<file path="src/rtl/icp_pkg.sv">
// Shared definitions for the ICP program loader: memory op codes, default
// widths, loader state encoding and the ASCII bytes the parser recognises.
package icp_pkg;

  localparam int unsigned ICP_ADDR_W = 13;
  localparam int unsigned ICP_DATA_W = 64;

  localparam logic [1:0] MEM_OP_NONE  = 2'd0;
  localparam logic [1:0] MEM_OP_READ  = 2'd1;
  localparam logic [1:0] MEM_OP_WRITE = 2'd2;

  typedef enum logic [2:0] {
    StIdle,
    StParse,
    StWrite,
    StDone,
    StError
  } icp_state_e;

  localparam logic [7:0] ASCII_COMMA = 8'h2C;
  localparam logic [7:0] ASCII_MINUS = 8'h2D;
  localparam logic [7:0] ASCII_LF    = 8'h0A;
  localparam logic [7:0] ASCII_EOT   = 8'h04;
  localparam logic [7:0] ASCII_SPACE = 8'h20;
  localparam logic [7:0] ASCII_CR    = 8'h0D;
  localparam logic [7:0] ASCII_TAB   = 8'h09;
  localparam logic [7:0] ASCII_ZERO  = 8'h30;
  localparam logic [7:0] ASCII_NINE  = 8'h39;

  function automatic logic is_digit(input logic [7:0] b);
    return (b >= ASCII_ZERO) && (b <= ASCII_NINE);
  endfunction

endpackage

</file>
<file path="src/rtl/icp_dec_accum.sv">
// Decimal accumulator: acc <= acc*10 + digit, with an unsigned overflow flag
// computed from the current accumulator and the presented digit.
module icp_dec_accum #(
  parameter int unsigned DATA_W = 64
) (
  input  logic              clk_i,
  input  logic              rst_ni,
  input  logic              clear_i,
  input  logic              load_i,
  input  logic [3:0]        digit_i,
  output logic [DATA_W-1:0] acc_o,
  output logic              ovf_o
);

  logic [DATA_W-1:0] acc_q;
  logic [DATA_W+3:0] acc_ext;
  logic [DATA_W+3:0] mac;

  // Multiply-accumulate in a 4-bit-wider datapath so the carry-out is visible.
  always_comb begin
    acc_ext = {4'b0000, acc_q};
    mac     = (acc_ext << 3) + (acc_ext << 1) + {{DATA_W{1'b0}}, digit_i};
  end

  assign acc_o = acc_q;
  assign ovf_o = |mac[DATA_W+3:DATA_W];

  // Accumulator register; clear has priority over load.
  always_ff @(posedge clk_i or negedge rst_ni) begin
    if (!rst_ni) begin
      acc_q <= '0;
    end else if (clear_i) begin
      acc_q <= '0;
    end else if (load_i) begin
      acc_q <= mac[DATA_W-1:0];
    end
  end

endmodule

</file>
<file path="src/rtl/icp_loader.sv">
// ASCII program loader: parses comma-separated signed decimal words from a
// byte stream and writes them to consecutive memory addresses from 0.
module icp_loader
  import icp_pkg::*;
#(
  parameter int unsigned ADDR_W = ICP_ADDR_W,
  parameter int unsigned DATA_W = ICP_DATA_W
) (
  input  logic              i_clk,
  input  logic              i_rst_n,
  input  logic              i_start,
  input  logic [7:0]        i_byte,
  input  logic              i_byte_valid,
  output logic              o_byte_ready,
  output logic [1:0]        o_op,
  output logic [ADDR_W-1:0] o_addr,
  output logic [DATA_W-1:0] o_data,
  output logic              o_busy,
  output logic              o_done,
  output logic              o_error,
  output logic [ADDR_W:0]   o_word_count
);

  icp_state_e        state_q, state_d;
  logic              neg_q, neg_d;
  logic              seen_q, seen_d;
  logic              term_q, term_d;   // current field ended the program
  logic [ADDR_W:0]   cnt_q, cnt_d;     // words written; also the next write address
  logic [ADDR_W-1:0] addr_q, addr_d;
  logic [DATA_W-1:0] data_q, data_d;

  logic              acc_clear;
  logic              acc_load;
  logic [DATA_W-1:0] acc;
  logic              acc_ovf;

  icp_dec_accum #(
    .DATA_W (DATA_W)
  ) u_dec_accum (
    .clk_i   (i_clk),
    .rst_ni  (i_rst_n),
    .clear_i (acc_clear),
    .load_i  (acc_load),
    .digit_i (i_byte[3:0]),
    .acc_o   (acc),
    .ovf_o   (acc_ovf)
  );

  // Next-state logic: byte decode in PARSE, bookkeeping in WRITE, restart elsewhere.
  always_comb begin
    state_d   = state_q;
    neg_d     = neg_q;
    seen_d    = seen_q;
    term_d    = term_q;
    cnt_d     = cnt_q;
    addr_d    = addr_q;
    data_d    = data_q;
    acc_clear = 1'b0;
    acc_load  = 1'b0;

    case (state_q)
      StIdle, StDone, StError: begin
        if (i_start) begin
          state_d   = StParse;
          neg_d     = 1'b0;
          seen_d    = 1'b0;
          term_d    = 1'b0;
          cnt_d     = '0;
          acc_clear = 1'b1;
        end
      end

      StParse: begin
        if (i_byte_valid) begin
          if (is_digit(i_byte)) begin
            if (acc_ovf) begin
              state_d = StError;
            end else begin
              acc_load = 1'b1;
              seen_d   = 1'b1;
            end
          end else begin
            case (i_byte)
              ASCII_MINUS: begin
                if (seen_q) state_d = StError;
                else        neg_d   = 1'b1;
              end
              ASCII_SPACE, ASCII_CR, ASCII_TAB: begin
                // whitespace is dropped anywhere
              end
              ASCII_COMMA, ASCII_LF, ASCII_EOT: begin
                if (!seen_q) begin
                  // empty field: error for ',', clean end for a terminator
                  state_d = (i_byte == ASCII_COMMA) ? StError : StDone;
                end else if (cnt_q[ADDR_W]) begin
                  // memory full; refuse to wrap the address
                  state_d = StError;
                end else begin
                  state_d = StWrite;
                  term_d  = (i_byte != ASCII_COMMA);
                  addr_d  = cnt_q[ADDR_W-1:0];
                  data_d  = neg_q ? -acc : acc;
                end
              end
              default: state_d = StError;
            endcase
          end
        end
      end

      StWrite: begin
        cnt_d     = cnt_q + 1'b1;
        acc_clear = 1'b1;
        neg_d     = 1'b0;
        seen_d    = 1'b0;
        state_d   = term_q ? StDone : StParse;
      end

      default: state_d = StIdle;
    endcase
  end

  // State and datapath registers.
  always_ff @(posedge i_clk or negedge i_rst_n) begin
    if (!i_rst_n) begin
      state_q <= StIdle;
      neg_q   <= 1'b0;
      seen_q  <= 1'b0;
      term_q  <= 1'b0;
      cnt_q   <= '0;
      addr_q  <= '0;
      data_q  <= '0;
    end else begin
      state_q <= state_d;
      neg_q   <= neg_d;
      seen_q  <= seen_d;
      term_q  <= term_d;
      cnt_q   <= cnt_d;
      addr_q  <= addr_d;
      data_q  <= data_d;
    end
  end

  assign o_byte_ready = (state_q == StParse);
  assign o_busy       = (state_q == StParse) || (state_q == StWrite);
  assign o_done       = (state_q == StDone);
  assign o_error      = (state_q == StError);
  assign o_op         = (state_q == StWrite) ? MEM_OP_WRITE : MEM_OP_NONE;
  assign o_addr       = addr_q;
  assign o_data       = data_q;
  assign o_word_count = cnt_q;

endmodule

</file>
<file path="config.mk">
export PLATFORM = sky130hd
export DESIGN_NAME = icp_loader
export DESIGN_NICKNAME = d
export VERILOG_FILES = /design/src/rtl/icp_pkg.sv /design/src/rtl/icp_dec_accum.sv /design/src/rtl/icp_loader.sv
export SDC_FILE = /design/constraint.sdc
export NUM_CORES = 1
export LEC_CHECK = 0
export CAP_MARGIN = 40
export CORE_ASPECT_RATIO = 1.4
export CORE_MARGIN = 2
export CORE_UTILIZATION = 44
export DETAILED_ROUTE_END_ITERATION = 16
export GPL_ROUTABILITY_DRIVEN = 0
export HOLD_SLACK_MARGIN = 0.1
export SLEW_MARGIN = 10
export SYNTH_ARGS = -nofsm -noshare
export SYNTH_HDL_FRONTEND = slang
export SYNTH_SLANG_ARGS = --single-unit
</file>
<file path="constraint.sdc">
create_clock -name i_clk -period 12.4 [get_ports i_clk]
set_input_delay 1.24 -clock i_clk [delete_from_list [all_inputs] [get_ports i_clk]]
set_output_delay 1.24 -clock i_clk [all_outputs]
set_load 0.01 [all_outputs]
</file>
### Word level (Yosys, flattened, before mapping)

Cells that the tools add are included.
Widths: inputs -> output; s select.

| word-level totals | value |
|---|---|
| register bits | 161 |
| input bits | 12 |
| output and inout port bits | 97 |

| cells by class | value |
|---|---|
| add/sub/neg operators | 4 |
| magnitude comparators | 2 |
| eq/ne operators | 25 |
| muxes and demuxes | 39 |
| bitwise operators | 2 |
| reduce and logical (&&, ||, !) cells | 17 |

Operators with widths:

| kind | number |
|---|---|
| $mux 64 | 3 |
| $add 67x65->68 | 1 |
| $add 68x4->68 | 1 |
| $neg 64->64 | 1 |
| $pmux 14 s2 | 1 |
| $eq 8x4->1 const B | 3 |
| $eq 8x6->1 const B | 3 |
| $mux 3 | 8 |
| $mux 1 | 18 |
| $pmux 3 s3 | 2 |
| $add 14x1->14 const B | 1 |
| $mux 14 | 1 |
| $ne 2x2->1 const B | 6 |
| $reduce_and 6->1 | 2 |
| $reduce_and 5->1 | 2 |
| $reduce_or 3->1 | 3 |
| $eq 8x3->1 const B | 1 |
| $ge 8x6->1 const B | 1 |
| $le 8x6->1 const B | 1 |
| $ne 2x1->1 const B | 4 |
| $ne 8x6->1 const B | 1 |
| $reduce_and 7->1 | 1 |
| $eq 3x2->1 const B | 2 |
| $ne 3x3->1 const B | 2 |
| 14 further kinds | 20 |

### Logic depth before layout (Yosys ltp)

Gate-level depths: netlist of the first run.

| depth | value |
|---|---|
| depth in word-level cells | 9 |
| gate-level depth with buffers | 16 |
| depth with buffers taken out | 14 |

### Hierarchy

A second synthesis of the first run with hierarchy kept.

| second synthesis, totals | value |
|---|---|
| cells, all modules | 1457 |
| area total of the unflattened synthesis | 12778.5 um^2 |

By module, submodules not included:

| module | times used | cells an instance | area each (um^2) | seq. area each (um^2) |
|---|---|---|---|---|
| icp_dec_accum | 1 | 851 | 7308.3 | 1601.5 |
| icp_loader | 1 | 606 | 5470.2 | 2427.3 |

### Worst setup path before layout of the first run

Ideal clock, no wire load.

| timing path | value |
|---|---|
| path type | in2reg |
| from | input port i_byte[3] |
| to | register u_dec_accum.acc_q[24], in the netlist u_dec_accum.acc_o[24] |
| setup time | 0.079 ns |
| arrival time | 4.895 ns |
| required time | 12.321 ns |
| setup slack | 7.426 ns |
| stages on the path | 16 |
| path buffers | 2 |
| path through | inv_1 fa_1 inv_1 ha_1 a211oi_1 o21ai_0 a22oi_1 a2111oi_0 a211oi_1 or4_1 nor3_1 or3_1 nor4_1 clkbuf_1 buf_2 mux2i_1 |

| between the ends | value |
|---|---|
| longest elaborated chain between the ends | 7 |
| elaborated cells between the ends (all ways) | 12 |
| those cells by class | add/sub (1); order compare (2); mux (6); reduce/logical (3) |

Ends and longest elaborated chain:

| item | line | text |
|---|---|---|
| start: declaration | icp_loader.sv:12 | `input logic [7:0] i_byte,` |
| $add 68x4->68 | icp_dec_accum.sv:22 | `mac = (acc_ext << 3) + (acc_ext << 1) + {{DATA_W{1'b0}}, digit_i};` |
| $reduce_or 4->1 | icp_dec_accum.sv:26 | `assign ovf_o = \|mac[DATA_W+3:DATA_W];` |
| $mux 1 | icp_loader.sv:76 | `if (acc_ovf) begin` |
| $mux 1 | icp_loader.sv:75 | `if (is_digit(i_byte)) begin` |
| $mux 1 | icp_loader.sv:74 | `if (i_byte_valid) begin` |
| $mux 1 | icp_loader.sv:61 | `case (state_q)` |
| $reduce_bool 2->1 (no source line) | n/a |  |
| end signal: assignment | icp_dec_accum.sv:35 | `acc_q <= mac[DATA_W-1:0];` |
| end: declaration | icp_dec_accum.sv:15 | `logic [DATA_W-1:0] acc_q;` |

Parallel ways exist; a longest one is shown, timed or not. The select of a mux whose other input is x is not followed.
A chain may end at the register's enable or synchronous reset.

### Worst setup path after layout of the first run

| timing path | value |
|---|---|
| from | input port i_byte[3] |
| to | register u_dec_accum.acc_q[1], in the netlist u_dec_accum.acc_o[1] |

| between the ends | value |
|---|---|
| longest elaborated chain between the ends | 7 |
| elaborated cells between the ends (all ways) | 10 |
| those cells by class | add/sub (1); order compare (2); mux (4); reduce/logical (3) |

Ends and longest elaborated chain:

| item | line |
|---|---|
| $add 68x4->68 | icp_dec_accum.sv:22 |
| $reduce_or 4->1 | icp_dec_accum.sv:26 |
| $mux 1 | icp_loader.sv:76 |
| $mux 1 * | icp_loader.sv:75 |
| $mux 1 * | icp_loader.sv:74 |
| $mux 1 * | icp_loader.sv:61 |
| $reduce_bool 2->1 (no source line) * | n/a |

Mark *: on every way between the ends. The rest lies on a longest branch, timed or not.

==> results of run 1 <==
-- power groups by stage --
stage	sequential [mW]	clock, mW	combinational (mW)
floorplan	0.548	0	0.0749
global placement	0.554	0	0.124
detailed placement	0.554	0	0.126
CTS	0.544	0.542	0.126
global route	0.545	0.562	0.140
finish	0.544	0.529	0.126
-- through the flow --
step           std cells  setup slack [ns]   util  instance area [um2]
2_1_floorplan       1464              7.43      -                12600
3_3_place_gp        1883              6.29  0.493                14000
3_5_place_dp        1884              6.14  0.494                14000
4_1_cts             1916              6.59  0.514                14600
5_1_grt             1917              6.21  0.515                14600
6_report            1918              6.57  0.515                14600
-- logic make-up after synthesis --
| group | count (synthesis) |
|---|---|
| AND/OR/NAND/NOR | 474 |
| AO/OA/AOI/OAI | 397 |
| flip-flops | 161 |
| adder cells (fa/ha/maj) | 131 |
| XOR/XNOR | 126 |
| buffers and inverters | 97 |
| multiplexers | 77 |
| other | 1 |
-- tightest hold or removal path, stage by stage, from the launching register on --
cell and delay (ns):
dfrtp_1 0.34, nand2_1 0.04, o21ai_0 0.06
-- path summary, 6_finish.rpt --
kind	start	end	slack [ns]	cells past startpoint
max	i_byte[3]	u_dec_accum.acc_o[1]$_DFFE_PN0P_	6.57	15
min	o_data[60]$_DFFE_PN0P_	o_data[60]$_DFFE_PN0P_	0.48	2
max reg2reg	u_dec_accum.acc_o[2]$_DFFE_PN0P_	u_dec_accum.acc_o[1]$_DFFE_PN0P_	7.46	14
min reg2reg	o_data[60]$_DFFE_PN0P_	o_data[60]$_DFFE_PN0P_	0.48	2
max in group asynchronous	i_rst_n	u_dec_accum.acc_o[34]$_DFFE_PN0P_	10.54	4
min in group asynchronous	i_rst_n	o_addr[3]$_DFFE_PN0P_	0.56	1
-- Yosys cell counts (all sizes together), types with 19 or more instances --
master | count | share of area
nand2 | 227 | 0.068
o21ai | 169 | 0.067
dfrtp | 161 | 0.32
ha | 129 | 0.13
a21oi | 94 | 0.037
xor2 | 90 | 0.062
clkbuf | 64 | 0.019
nor2 | 64 | 0.019
mux2i | 61 | 0.048
xnor2 | 36 | 0.025
nand4 | 30 | 0.015
inv | 26 | 0.0077
o31ai | 23 | 0.015
a31oi | 19 | 0.0094
nand3 | 19 | 0.0075
-- per-layer routing --
layer | global-route usage | vias up | wire length, um
met4 | 0.0759 | 0 | 811
li1 | - | 5413 | -
met1 | 0.276 | 5203 | 14600
met5 | 0 | - | 0
met2 | 0.403 | 180 | 16800
met3 | 0.0334 | 43 | 894
-- registers in the layout (all words and copies together) (netlist names) --
signal and count:
neg_q 1, o_addr 13, o_data 64, o_word_count 14
seen_q 1, state_q 3, term_q 1, u_dec_accum.acc_o 64
-- cell type report --
| class | count | area [um2] |
|---|---|---|
| diodes | 1 | 2.50 |
| clock buffers | 19 | 453 |
| clock inverters | 13 | 124 |
| fillers | 2759 | 13700 |
| inverters | 27 | 101 |
| multi-input cells | 1206 | 8240 |
| flip-flops and latches | 161 | 4030 |
| well taps | 375 | 469 |
| repair buffers | 116 | 1170 |
==> run metrics, run 1 <==
Via-to-Cell Ratio=5.65; worst-margin pin slew=0.793 ns; initial antenna violation count=0; area share of xor/xnor cells in the synthesized design=0.0874; Core Box Area=0.0283 mm2; RSZ-0062 raised after global routing=no; worst skew pair latency=0.45 ns; Seq cells post-synth=161; gr ovfl total=0; WS Path Type=in -> reg; Leak=6.55 nW; cts bufs inserted=17; CTS tree=yes; Power Total=1.20 mW; detailed-route via count=10800; critical-path cell list=clkdlybuf4s50_1, inv_1, fa_1, fa_1, nand2b_1, a21oi_1, o21a_1, a21oi_1, o21a_1, o21ai_0, a21boi_0, xnor2_1, nor4_2, buf_4, mux2_2; hold buffer count at cts=0; layout cells sized above 1=0.0558; CP top delay family=compound AO/OA/AOI/OAI gates; largest family of logic cells by synthesized area=compound AO/OA/AOI/OAI gates; DIE AREA=0.0301 mm2; CP Launch Type=primary input; Power Internal=0.864 mW; Fmax=172 MHz; Setup violations, final=0; DRC viols=0; Net Count, Synth=1607; Rows=73; Post-synth EDFFs=0; clock share of power=0.441; Hold/Removal Path Class=reg -> reg; Final #Nets=1672; largest net degree at the start of global routing=89; clk_skew=0.0182 ns; max incr delay on CP=0.60 ns; DP Wirelength=25300 um; CTS max path bufs=2; minimum clock period=5.83 ns; Die H=204 um; initial core utilization=0.446; htree depth=4; ys flop type=dfrtp_1; CP Data Arrival Time=6.15 ns; crit path max fanout=39; crit path buf inv count=3; total negative slack=0 ns; wire length per cell=17.3 um; Pre-antenna DRT Iters=4; most frequent cells in the layout=nand2_1 (226), o21ai_0 (165), dfrtp_1 (160), ha_1 (129), clkdlybuf4s50_1 (106); final hold violation count=0; violation count after the first detailed-routing iteration=476; first-pass GRT wire length=55500 um; Simple-Gate Fraction of Synth Area=0.183; Area Overhead vs Synth=15.5%; fin crit share=0.470; Peak supply drop=97.0 uV; Crit. End Element=flop; ys async rst share=1.00; clock slew at reported path FFs=0.07 ns; Die Span X=147 um; Synth Area in Adders=0.131; GRT Total Usage=0.225; switching pwr=0.336 mW; sequential fraction of the synthesis area=0.319; Rel. slew slack=0.464; number of synthesis warnings=0; ANT nets after route=0; clock root buffer master=clkbuf_16; Gate Count Post-Synth=1464; clock sinks=161; switch share=0.280; cts repair resizes=0; Max Slew Vio Count=0; max-cap violations=0; IO Pins=109; vias in the first global route=10800; Flop pwr share=0.454; Yosys cell types=72; drt total wl=33100 um; most common cell after layout, fill and taps aside=nand2_1; status=completed; combinational share of power=0.105; Synth Area in Compound Gates=0.188; post-CTS setup buffer count=0; area of the mapped netlist=0.0126 mm2; Power Density=82.2 mW/mm2; Syn Area/Cell=8.63 um2; Port Buffers=107; WP data required=12.72 ns; slowest CP cell=clkdlybuf4s50_1; hold slack=0.475 ns; mux cell area share after synthesis=0.0626
No activity file was read; power rests on OpenSTA's default activity.
==> run 2: changes to the inputs <==
--- a/config.mk
+++ b/config.mk
@@ -12,6 +12,7 @@
 export DETAILED_ROUTE_END_ITERATION = 16
 export GPL_ROUTABILITY_DRIVEN = 0
 export HOLD_SLACK_MARGIN = 0.1
+export PLACE_DENSITY = 0.66
 export SLEW_MARGIN = 10
 export SYNTH_ARGS = -nofsm -noshare
 export SYNTH_HDL_FRONTEND = slang
==> constraint.sdc (replaced) <==
create_clock -name i_clk -period 4.8 [get_ports i_clk]
set_input_delay 0.48 -clock i_clk [delete_from_list [all_inputs] [get_ports i_clk]]
set_output_delay 0.48 -clock i_clk [all_outputs]
set_load 0.01 [all_outputs]
==> run metrics, run 2 (synthesis gave the netlist of run 1 again) <==
status=completed; Hold/Removal Path Class=reg -> reg; initial antenna violation count=0; R2R Setup Slk=0.28 ns; worst skew pair latency=0.46 ns; CTS tree=yes; Peak supply drop=273 uV; Power Density=207 mW/mm2; max-cap violations=0; worst setup path endpoint=seen_q$_DFFE_PN0P_; DIE AREA=0.0301 mm2; Final #Nets=1699; Via-to-Cell Ratio=5.67; Die H=204 um; CP Data Arrival Time=4.87 ns; first-pass GRT wire length=54500 um; Power Total=3.07 mW; worst-margin pin slew=0.837 ns; cts bufs inserted=17; drt total wl=32300 um; DRC viols=0; IO Pins=109; minimum clock period=4.52 ns; Pre-antenna DRT Iters=5; Core Box Area=0.0283 mm2; layout cells sized above 1=0.0707; RR Endpoint=seen_q$_DFFE_PN0P_; Die Span X=147 um; crit path max fanout=7; GRT Total Usage=0.221; Crit. End Element=flop; fin worst setup slack=0.275 ns; Layout Cells excl Fill=1944; slowest CP cell=or4b_2; CTS max path bufs=2; crit path launch=u_dec_accum.acc_o[51]$_DFFE_PN0P_; violation count after the first detailed-routing iteration=545; CP Launch Type=flop; WP depth=12; R2R depth=12; htree depth=4; most frequent cells in the layout=nand2_1 (226), o21ai_0 (165), dfrtp_1 (160), ha_1 (129), clkdlybuf4s50_1 (106); Rows=73; Ant. Diodes=0; Setup violations, final=0; CP top delay family=simple AND/OR/NAND/NOR gates; pre-CTS WS=-0.0642 ns; gr ovfl total=0; Max Slew Vio Count=0; Rel. slew slack=0.442; Port Buffers=107; clk_skew=0.0112 ns; critical-path cell list=ha_1, ha_1, nand4_1, or3_1, or4b_2, o31ai_1, a211oi_1, o41ai_1, xor2_1, or4b_2, or3_1, a31o_2; DP Wirelength=25200 um; most common cell after layout, fill and taps aside=nand2_1; detailed-route via count=11000; RSZ-0062 raised after global routing=no; WS Path Type=reg -> reg; Worst R2R Start=u_dec_accum.acc_o[51]$_DFFE_PN0P_; fin crit share=0.943; clock sinks=161; clock root buffer master=clkbuf_16; Fmax=221 MHz; initial core utilization=0.446; max incr delay on CP=0.70 ns; final hold violation count=0; crit path buf inv count=0; ANT nets after route=0; vias in the first global route=11000; Area Overhead vs Synth=17.2%; fin util=0.523; post-CTS setup buffer count=0; Leak=6.70 nW; WP data required=5.15 ns; wire length per cell=16.6 um; clock slew at reported path FFs=0.07 ns; DP Cell Count=1911; largest net degree at the start of global routing=87
==> run 2: cell count changes in the layout (fill, tap and decap cells not counted), sizes merged <==
cell,previous run,this run
clkinv,5,6
clkinvlp,3,0
dlygate4sd3,0,1
diode,1,0
inv,31,33
buf,10,36
==> run 2: what timing repair did <==
item / 4_1_cts / 5_1_grt
hold buffers: 1 / 0
endpoints found under the setup margin: 0 / 46
resized for setup: 0 / 1
endpoints found under the hold margin: 52 / 0
==> run 2: stage by stage <==
| step | setup TNS, ns | instance area [um2] | hold WS [ns] |
|---|---|---|---|
| floorplan | 0 | 12600 | 0.184 |
| global placement | 0 | 14200 | 0.463 |
| detailed placement | -1.52 | 14200 | 0.470 |
| CTS | 0 | 14800 | 0.484 |
| global route | 0 | 14800 | 0.505 |
| finish | 0 | 14800 | 0.477 |
==> run 2: how the worst min path moves through the flow <==
| stage | startpoint | end | cells past startpoint |
|---|---|---|---|
| 2_1_floorplan | i_rst_n | neg_q$_DFFE_PN0P_ | 0 |
| 3_3_place_gp | o_data[60]$_DFFE_PN0P_ | o_data[60]$_DFFE_PN0P_ | 2 |
| 3_5_place_dp | o_data[53]$_DFFE_PN0P_ | o_data[53]$_DFFE_PN0P_ | 2 |
| 4_1_cts | o_data[36]$_DFFE_PN0P_ | o_data[36]$_DFFE_PN0P_ | 2 |
| 5_1_grt | o_data[40]$_DFFE_PN0P_ | o_data[40]$_DFFE_PN0P_ | 2 |
| 6_report | o_data[6]$_DFFE_PN0P_ | o_data[6]$_DFFE_PN0P_ | 2 |
==> run 2: cell type report <==
cell class,count,area (um2)
clock buffer,19,443
tap,375,469
timing repair buffer,143,1400
sequential,161,4030
inverter,27,101
fill,2694,13500
multi-input combinational,1206,8240
clock inverter,13,123
==> run 2: where the power goes <==
part           internal, mW  switching [mW]
Sequential             1.37          0.0323
Combinational         0.108           0.217
Clock                 0.736           0.603
Total                  2.22           0.852
==> run 2: worst register-to-register path: cells and delay by family, from the launching register on <==
kind	cells	cell delay, ns
AND/OR/NAND/NOR	5	2.35
XOR/XNOR	1	0.17
AO/OA/AOI/OAI	4	0.69
adder cells (fa/ha/maj)	2	0.70
flip-flops	1	0.51
==> run 2: per-layer routing <==
| layer | global-route usage | vias to the layer above | part of all wire |
|---|---|---|---|
| met5 | 0 | - | 0 |
| met4 | 0.0804 | 0 | 0.023 |
| met2 | 0.398 | 200 | 0.52 |
| met3 | 0.0290 | 46 | 0.026 |
| li1 | - | 5493 | - |
| met1 | 0.270 | 5279 | 0.43 |
==> run 3: changes to the inputs <==
--- a/config.mk
+++ b/config.mk
@@ -5,7 +5,6 @@
 export SDC_FILE = /design/constraint.sdc
 export NUM_CORES = 1
 export LEC_CHECK = 0
-export CAP_MARGIN = 40
 export CORE_ASPECT_RATIO = 1.4
 export CORE_MARGIN = 2
 export CORE_UTILIZATION = 44
==> run metrics, run 3 (synthesis gave the netlist of run 1 again) <==
Crit. End Element=flop; DP Wirelength=25000 um; WS Path Type=reg -> reg; DP Area=0.0142 mm2; post-CTS setup buffer count=0; cts bufs inserted=17; Worst Hold Path EP=o_data[36]$_DFFE_PN0P_; Area Overhead vs Synth=17.2%; post-route cell area=0.0148 mm2; DRC viols=0; CTS max path bufs=2; fin util=0.523; vias in the first global route=11000; Setup violations, final=0; layout cells sized above 1=0.0695; max incr delay on CP=0.70 ns; first-pass GRT wire length=55100 um; Met3 Wirelength=876 um; Max Slew Vio Count=0; CP Launch Type=flop; Worst R2R Start=u_dec_accum.acc_o[49]$_DFFE_PN0P_; CP Data Arrival Time=4.90 ns; hold path depth=2; clock slew at reported path FFs=0.07 ns; Max Used Layer=met4; gr ovfl total=0; fin crit share=0.948; Port Buffers=107; slowest CP cell=or4b_2; GRT Total Usage=0.222; IO Pins=109; detailed-route via count=11100; clock sinks=161; metal1 wirelength=13800 um; largest net degree at the start of global routing=87; Ant. Diodes=0; violation count after the first detailed-routing iteration=557; clock root buffer master=clkbuf_16; Hold Startpoint=o_data[36]$_DFFE_PN0P_; Core Box Area=0.0283 mm2; final hold violation count=0; WP data required=5.15 ns; htree depth=4; worst-margin pin slew=1.16 ns; minimum clock period=4.55 ns; met2 WL=16900 um; Leak=6.69 nW; Hold/Removal Path Class=reg -> reg; most frequent cells in the layout=nand2_1 (226), o21ai_0 (165), dfrtp_1 (160), ha_1 (129), clkdlybuf4s50_1 (106); wire length per cell=16.6 um; CTS tree=yes; Fmax=220 MHz; crit path buf inv count=0; Rel. slew slack=0.229; R2R Setup Slk=0.25 ns; R2R depth=10; DIE AREA=0.0301 mm2; initial antenna violation count=0; crit path max fanout=7; Final #Nets=1698; drt total wl=32300 um; CP top delay family=simple AND/OR/NAND/NOR gates; RR Endpoint=seen_q$_DFFE_PN0P_; Die H=204 um; clk_skew=0.00951 ns; initial core utilization=0.446; critical-path cell list=ha_1, ha_1, nand4_1, or3_1, or4b_2, o41ai_1, xor2_1, or4b_2, or3_1, a31o_2; most common cell after layout, fill and taps aside=nand2_1; Via-to-Cell Ratio=5.69; ANT nets after route=0; status=completed; worst skew pair latency=0.45 ns; max-cap violations=0; Power Density=211 mW/mm2; RSZ-0062 raised after global routing=no; Die Span X=147 um; hold slack=0.477 ns; total negative slack=0 ns; Pre-antenna DRT Iters=5; Peak supply drop=279 uV; Rows=73
[run 3: metrics by stage]
step                      worst slack, ns  std cells  total power, mW
after floorplan                     0.506       1464             1.61
after global placement             0.0884       1910             1.75
after detailed placement          -0.0987       1910             1.76
after CTS                           0.249       1943             3.16
after global routing               0.0546       1943             3.25
final                               0.247       1943             3.12
[run 3: power breakdown]
group          leakage [nW]  switching, mW  internal (mW)
logic                  4.16          0.215          0.108
registers              2.24         0.0341           1.37
clock network         0.289          0.602          0.792
[run 3: cell type report]
class                           instances  area, um2
Timing Repair Buffer                  142       1380
Clock buffer                           20        447
Tap cell                              375        469
Clock inverter                         12        145
Inverter                               27        101
Multi-Input combinational cell       1206       8240
Fill cell                            2708      13500
Sequential cell                       161       4030
[run 3: worst reg2reg max path: stages, from the launching register on]
cell and delay, ns:
dfrtp_1 0.46, ha_1 0.33, ha_1 0.40, nand4_1 0.19, or3_1 0.47, or4b_2 0.70
o41ai_1 0.48, xor2_1 0.18, or4b_2 0.68, or3_1 0.32, a31o_2 0.24
[run 3: repair_timing]
action,in CTS,in global routing
setup endpoints to repair,0,9
endpoints found under the hold margin,30,0
gates resized for setup,0,1
hold buffers,1,0
[run 3: per-layer routing]
metal / track usage / vias to the layer above
li1: - / 5484
met1: 0.270 / 5321
met3: 0.0256 / 47
met4: 0.0800 / 0
met5: 0 / -
met2: 0.405 / 203
[run 3: worst max-delay path by stage]
stage | start | endpoint | slack, ns | cells after the start
2_1_floorplan | u_dec_accum.acc_o[50]$_DFFE_PN0P_ | seen_q$_DFFE_PN0P_ | 0.51 | 11
3_3_place_gp | i_byte[3] | u_dec_accum.acc_o[17]$_DFFE_PN0P_ | 0.09 | 17
3_5_place_dp | i_byte[3] | u_dec_accum.acc_o[3]$_DFFE_PN0P_ | -0.1 | 17
4_1_cts | u_dec_accum.acc_o[49]$_DFFE_PN0P_ | seen_q$_DFFE_PN0P_ | 0.25 | 10
5_1_grt | u_dec_accum.acc_o[51]$_DFFE_PN0P_ | seen_q$_DFFE_PN0P_ | 0.05 | 12
6_report | u_dec_accum.acc_o[49]$_DFFE_PN0P_ | seen_q$_DFFE_PN0P_ | 0.25 | 10
